[src/rtl/ma_sched_pkg.sv]
// ma_sched_pkg: scheduler state encoding, default command field widths, command layout struct and width helper
package ma_sched_pkg;
  localparam int VRF_AW = 10;
  localparam int ARF_AW = 5;
  localparam int ARF_DW = 36;
  typedef enum logic [1:0] {WAIT_LINK, IDLE, ISSUE, WAIT_DONE} state_t;
  typedef struct packed {
    logic              select_v_m;
    logic              load_or_store;
    logic [VRF_AW-1:0] v_m_reg;
    logic [ARF_AW-1:0] a_reg;
    logic [ARF_DW-1:0] a_offset;
  } ma_cmd_t;
  function automatic int cmd_width(input int vrf_aw, input int arf_aw, input int arf_dw);
    return 2 + vrf_aw + arf_aw + arf_dw;
  endfunction
endpackage

[src/rtl/ma_cmd_fifo.sv]
// ma_cmd_fifo: first-word fall-through FIFO; push_i/wdata_i write, pop_i advances, rdata_o valid while !empty_o, full_o/empty_o/count_o status
module ma_cmd_fifo #(
  parameter int WIDTH = 8,
  parameter int DEPTH = 4
) (
  input  logic                   clk,
  input  logic                   rst,
  input  logic                   push_i,
  input  logic [WIDTH-1:0]       wdata_i,
  input  logic                   pop_i,
  output logic [WIDTH-1:0]       rdata_o,
  output logic                   full_o,
  output logic                   empty_o,
  output logic [$clog2(DEPTH):0] count_o
);
  localparam int AW = $clog2(DEPTH);
  logic [WIDTH-1:0] mem_q [DEPTH];
  logic [AW-1:0] wr_q, rd_q;
  logic [AW:0] cnt_q;
  logic do_push, do_pop;
  assign full_o = cnt_q == (AW+1)'(DEPTH);
  assign empty_o = cnt_q == '0;
  assign do_push = push_i && !full_o;
  assign do_pop = pop_i && !empty_o;
  assign rdata_o = mem_q[rd_q];
  assign count_o = cnt_q;
  always_ff @(posedge clk) begin
    if (rst) begin
      wr_q <= '0;
      rd_q <= '0;
      cnt_q <= '0;
    end else begin
      if (do_push) begin
        mem_q[wr_q] <= wdata_i;
        wr_q <= wr_q + 1'b1;
      end
      if (do_pop) rd_q <= rd_q + 1'b1;
      cnt_q <= cnt_q + (AW+1)'(do_push) - (AW+1)'(do_pop);
    end
  end
endmodule

[src/rtl/ma_cmd_scheduler.sv]
// ma_cmd_scheduler: round-robin command arbiter + FIFO feeding the MA start/done handshake; req_*/cpl_* requester side, ma_* controller side, busy_o/err_timeout_o status
module ma_cmd_scheduler
  import ma_sched_pkg::*;
#(
  parameter int NUM_REQ = 2,
  parameter int ID_W = 1,
  parameter int FIFO_DEPTH = 4,
  parameter int VRF_ADDRWIDTH = 10,
  parameter int ARF_ADDRWIDTH = 5,
  parameter int ARF_DATAWIDTH = 36,
  parameter int TIMEOUT_CYCLES = 65535,
  localparam int CMD_W = cmd_width(VRF_ADDRWIDTH, ARF_ADDRWIDTH, ARF_DATAWIDTH)
) (
  input  logic                       clk,
  input  logic                       rst,
  input  logic [NUM_REQ-1:0]         req_valid_i,
  output logic [NUM_REQ-1:0]         req_ready_o,
  input  logic [NUM_REQ*CMD_W-1:0]   req_cmd_i,
  output logic                       cpl_valid_o,
  output logic [ID_W-1:0]            cpl_id_o,
  output logic                       cpl_err_o,
  input  logic                       ma_ddr4_linkup_i,
  output logic                       ma_start_o,
  output logic                       ma_select_v_m_o,
  output logic                       ma_v_load_or_store_o,
  output logic [VRF_ADDRWIDTH-1:0]   ma_v_m_reg_o,
  output logic [ARF_ADDRWIDTH-1:0]   ma_a_reg_o,
  output logic [ARF_DATAWIDTH-1:0]   ma_a_offset_o,
  input  logic                       ma_done_i,
  output logic                       busy_o,
  output logic                       err_timeout_o
);
  localparam int EW = ID_W + CMD_W;
  localparam int WD_W = TIMEOUT_CYCLES > 1 ? $clog2(TIMEOUT_CYCLES) : 1;
  localparam logic [WD_W-1:0] WD_LAST = WD_W'(TIMEOUT_CYCLES > 0 ? TIMEOUT_CYCLES - 1 : 0);
  state_t state_q, state_d;
  logic [ID_W-1:0] rr_q, rr_d, win, id_q, cpl_id_q;
  logic [ID_W:0] idx;
  logic [CMD_W-1:0] cmd_q;
  logic [WD_W-1:0] wd_q;
  logic [EW-1:0] fifo_rdata;
  logic [$clog2(FIFO_DEPTH):0] fifo_cnt;
  logic found, push, pop, full, empty, fin, timeout;
  logic cpl_valid_q, cpl_err_q, err_to_q;
  always_comb begin
    found = 1'b0;
    win = '0;
    idx = '0;
    for (int k = 0; k < NUM_REQ; k++) begin
      idx = {1'b0, rr_q} + (ID_W+1)'(k);
      if (idx >= (ID_W+1)'(NUM_REQ)) idx = idx - (ID_W+1)'(NUM_REQ);
      if (!found && req_valid_i[idx[ID_W-1:0]]) begin
        found = 1'b1;
        win = idx[ID_W-1:0];
      end
    end
    // Occupancy is the registered count, so a same-cycle pop never frees a slot for a push.
    push = found && !full && ma_ddr4_linkup_i && !rst;
    req_ready_o = push ? NUM_REQ'(1) << win : '0;
    rr_d = !push ? rr_q : (win == ID_W'(NUM_REQ - 1)) ? '0 : win + 1'b1;
  end
  ma_cmd_fifo #(.WIDTH(EW), .DEPTH(FIFO_DEPTH)) u_fifo (
    .clk(clk),
    .rst(rst),
    .push_i(push),
    .wdata_i({win, req_cmd_i[win*CMD_W +: CMD_W]}),
    .pop_i(pop),
    .rdata_o(fifo_rdata),
    .full_o(full),
    .empty_o(empty),
    .count_o(fifo_cnt)
  );
  always_comb begin
    state_d = state_q;
    pop = 1'b0;
    fin = 1'b0;
    timeout = 1'b0;
    case (state_q)
      WAIT_LINK: state_d = ma_ddr4_linkup_i ? IDLE : WAIT_LINK;
      IDLE: begin
        pop = !empty;
        state_d = empty ? IDLE : ISSUE;
      end
      ISSUE: state_d = WAIT_DONE;
      WAIT_DONE: begin
        timeout = !ma_done_i && TIMEOUT_CYCLES != 0 && wd_q == WD_LAST;
        fin = ma_done_i || timeout;
        state_d = fin ? IDLE : WAIT_DONE;
      end
      default: state_d = WAIT_LINK;
    endcase
  end
  always_ff @(posedge clk) begin
    if (rst) begin
      state_q <= WAIT_LINK;
      rr_q <= '0;
      cmd_q <= '0;
      id_q <= '0;
      wd_q <= '0;
      cpl_valid_q <= 1'b0;
      cpl_id_q <= '0;
      cpl_err_q <= 1'b0;
      err_to_q <= 1'b0;
    end else begin
      state_q <= state_d;
      rr_q <= rr_d;
      if (pop) begin
        cmd_q <= fifo_rdata[CMD_W-1:0];
        id_q <= fifo_rdata[EW-1:CMD_W];
      end
      wd_q <= state_q == ISSUE ? '0 : state_q == WAIT_DONE ? wd_q + 1'b1 : wd_q;
      cpl_valid_q <= fin;
      if (fin) cpl_id_q <= id_q;
      cpl_err_q <= timeout;
      err_to_q <= err_to_q | timeout;
    end
  end
  assign ma_start_o = state_q == ISSUE;
  assign {ma_select_v_m_o, ma_v_load_or_store_o, ma_v_m_reg_o, ma_a_reg_o, ma_a_offset_o} = cmd_q;
  assign busy_o = fifo_cnt != '0 || state_q == ISSUE || state_q == WAIT_DONE;
  assign cpl_valid_o = cpl_valid_q;
  assign cpl_id_o = cpl_id_q;
  assign cpl_err_o = cpl_err_q;
  assign err_timeout_o = err_to_q;
endmodule

[config.mk]
export PLATFORM = sky130hd
export DESIGN_NAME = ma_cmd_scheduler
export DESIGN_NICKNAME = d
export VERILOG_FILES = /design/src/rtl/ma_sched_pkg.sv /design/src/rtl/ma_cmd_fifo.sv /design/src/rtl/ma_cmd_scheduler.sv
export SDC_FILE = /design/constraint.sdc
export NUM_CORES = 1
export LEC_CHECK = 0
export CORE_MARGIN = 2
export CORE_UTILIZATION = 50
export CTS_BUF_LIST = sky130_fd_sc_hd__clkbuf_8
export CTS_CLUSTER_SIZE = 14
export DETAILED_ROUTE_END_ITERATION = 10
export GPL_TIMING_DRIVEN = 0
export MAX_ROUTING_LAYER = met4
export PLACE_DENSITY = 0.82
export SYNTH_ARGS = -nofsm -noshare
export SYNTH_HDL_FRONTEND = slang
export SYNTH_SLANG_ARGS = --single-unit
[constraint.sdc]
create_clock -name clk -period 4.2 [get_ports clk]
set_clock_uncertainty 0.05 [all_clocks]
set_input_delay 1.26 -clock clk [delete_from_list [all_inputs] [get_ports clk]]
set_output_delay 1.26 -clock clk [all_outputs]
set_load 0.01 [all_outputs]
==> summary.md <==
| Metric | Value |
|---|---|
| Fin. Hold Viols | `0` |
| Total global-route track usage | `22.0%` |
| Synthesized cell area | `11,700 um^2` |
| Setup violators final | `0` |
| RSZ-0062 raised after global routing | `no` |
| Final period utilization | `94.3%` |
| Num rows | `55` |
| Post-placement cell area | `13,800 um^2` |
| Post-Synthesis Cells | `739` |
| Ratio of cells with drive above 1 in the final layout | `19.4%` |
| Reg area | `8170 um^2` |
| Post-DP HPWL | `15,600 um` |
| Clock Latency Late Sink | `0.55 ns` |
| Final wirelength | `25,300 um` |
| Worst hold slack | `0.401 ns` |
| Final ANT Viol Nets | `0` |
| # clock sinks | `300` |
| DRC | `0` |
| Worst hold path type | `register to register` |
| Async set-reset flop share out of synthesis | `0%` |
| Pleak | `4.91 nW` |
| Slew headroom | `38.4%` |
| Area occupied by multi-input gates | `3290 um^2` |
| Most used flip-flop cell after synthesis | `edfxtp_1` |
| Die Area | `24,600 um^2` |
| Area growth syn-to-layout | `26.6%` |
| Commonest non-fill, non-tap cell in the layout | `edfxtp_1` |
| Tot Pwr | `7.36 mW` |
| Final core utilization | `64.8%` |
| Register bit total from synthesis | `300` |
| Post-synthesis average cell area | `15.8 um^2` |
| Maxcap violations | `0` |
| Crit-path max FO | `10` |
| Cts bufs inserted | `48` |
| First-pass GRT wire length | `39,200 um` |
| Yosys warning count | `0` |
| Min cycle time layout | `3.96 ns` |
| P per Cell Area | `499 nW/um^2` |
| Final #Nets | `1,084` |
| CTS tree | `yes` |
| Max H-tree Level | `2` |
| Sequential area share after synthesis | `70.1%` |
| CP arrival | `2.65 ns` |
| Worst Path Required | `2.89 ns` |
| Congestion Overflow GR | `0` |
| Via Count | `6,899` |
| Clk buf depth | `3` |
| Synth cell types | `37` |
| Total core area | `22,800 um^2` |
| Critical path startpoint | `req_valid_i[0]` |
| Diodes inserted | `0` |
| Min-delay src | `err_timeout_o` |
| Slew Viols, Final | `0` |
| Critical path class | `primary input to output pin` |
| Fin cells | `1,316` |
| Final Cell Area | `14,800 um^2` |
| Initial antenna violation count | `0` |
| EDFF count, synth | `216` |
| Iteration-0 DRC Markers | `420` |
| Height of the die | `157 um` |
| Initial core utilization | `51.2%` |
| Setup_tns | `0 ns` |
| Number of global-route vias before repair | `7,220` |
| GPL Wtd Cong | `0.770` |
| Most frequent cells in the layout | `edfxtp_1 (216), clkdlybuf4s50_1 (169), nand2_1 (114)` |
| First drt pass iteration count | `5` |
| Vias per cell | `5.24` |
| IO Count | `173` |
| Port bufs | `171` |
| Reg2reg start | `u_fifo.count_o[1]` |
| Fmax | `0.253 GHz` |
| Fillers | `1,635` |
| Placed Instances | `1,223` |
| Status | `finished clean` |
| Nature of the critical path startpoint | `primary input` |
| Dpl ws | `-1.38 ns` |
| Final setup margin | `0.241 ns` |
| Syn Nets | `860` |
| Root Driver | `clkbuf_8` |
| Worst slew pin tran | `0.924 ns` |
| CTS clk-pin slew, worst paths | `0.06 ns` |
| Worst vdd rail ir drop | `0.283 mV` |
| WL/cell | `19.2 um` |
| Die Wd | `157 um` |
| Nature of the critical path endpoint | `output pin` |
| Largest net degree at the start of global routing | `55` |
[report_power, final]
group / internal [mW] / switching [mW]
combinational: 0.782 / 0.754
clock: 1.22 / 1.08
sequential: 3.42 / 0.110
[final timing paths]
check	cells past startpoint	to	slack, ns
worst min-delay path	2	err_timeout_o	0.40
worst max register to register	12	u_fifo.count_o[2]	1.03
worst max-delay path	7	req_ready_o[0]	0.24
worst min register to register	2	err_timeout_o	0.40
[sequential cells by signal (all words and copies together), names as in the netlist]
name            flops
err_timeout_o       1
cpl_err_o           1
u_fifo.mem_q      216
u_fifo.rd_q         2
wd_q               16
id_q                1
state_q             2
cmd_q              53
cpl_valid_o         1
cpl_id_o            1
u_fifo.wr_q         2
u_fifo.count_o      3
rr_q                1
[synthesized netlist by cell type, types with 2 or more instances]
cell type	count	share of area, %
a21oi_1	60	2.6
and2_1	5	0.27
buf_1	2	0.064
buf_2	15	0.64
clkbuf_1	23	0.74
dfxtp_1	84	14
edfxtp_1	216	56
ha_1	8	0.86
inv_1	16	0.52
mux2_2	53	5.1
mux4_2	54	10
nand2_1	114	3.7
nand2b_1	2	0.11
nand3_1	4	0.17
nand4_1	4	0.21
nor2_1	23	0.74
nor2b_1	3	0.16
nor3_1	6	0.26
nor4_1	6	0.32
o21ai_0	5	0.21
or3_1	3	0.16
or4_1	2	0.13
xnor2_1	17	1.3
[worst max-delay path: stages]
cell and delay, ns:
clkdlybuf4s50_1 0.48, inv_1 0.08, o21ai_4 0.18, clkbuf_8 0.19
buf_12 0.15, and2_1 0.13, dlymetal6s2s_1 0.15
[per-layer routing]
metal	vias up	track usage, %	part of all wire, %
li1	3227	-	-
met1	3429	27.7	43
met2	196	36.7	50
met3	47	3.82	5.3
met4	0	7.16	2.0
met5	-	-	0
[final cells by class]
type	count	share of cell area (%)
Sequential cell	300	55.3
Multi-Input combinational cell	382	22.3
Timing Repair Buffer	174	11.8
Clock buffer	53	4.94
Tap cell	313	2.65
Buffer	41	1.36
Clock inverter	37	1.21
Inverter	16	0.407
[cells by family after synthesis]
logic type      after synthesis  synth area share, %
flops                       300                 70.1
mux                         108                 15.6
buf+inv                      57                 2.03
compound gates               69                 3.14
xor+xnor                     18                 1.35
fa+ha+maj                     9                 1.03
simple gates                178                 6.74
[what timing repair did]
action | CTS | global route
gates resized for setup | 9 | 6
setup buffers | 3 | 0
pin swaps | 1 | 0
endpoints found under the setup margin | 2 | 2
hold buffers | 0 | 0
Note: power is estimated with default switching activity, not from simulation.
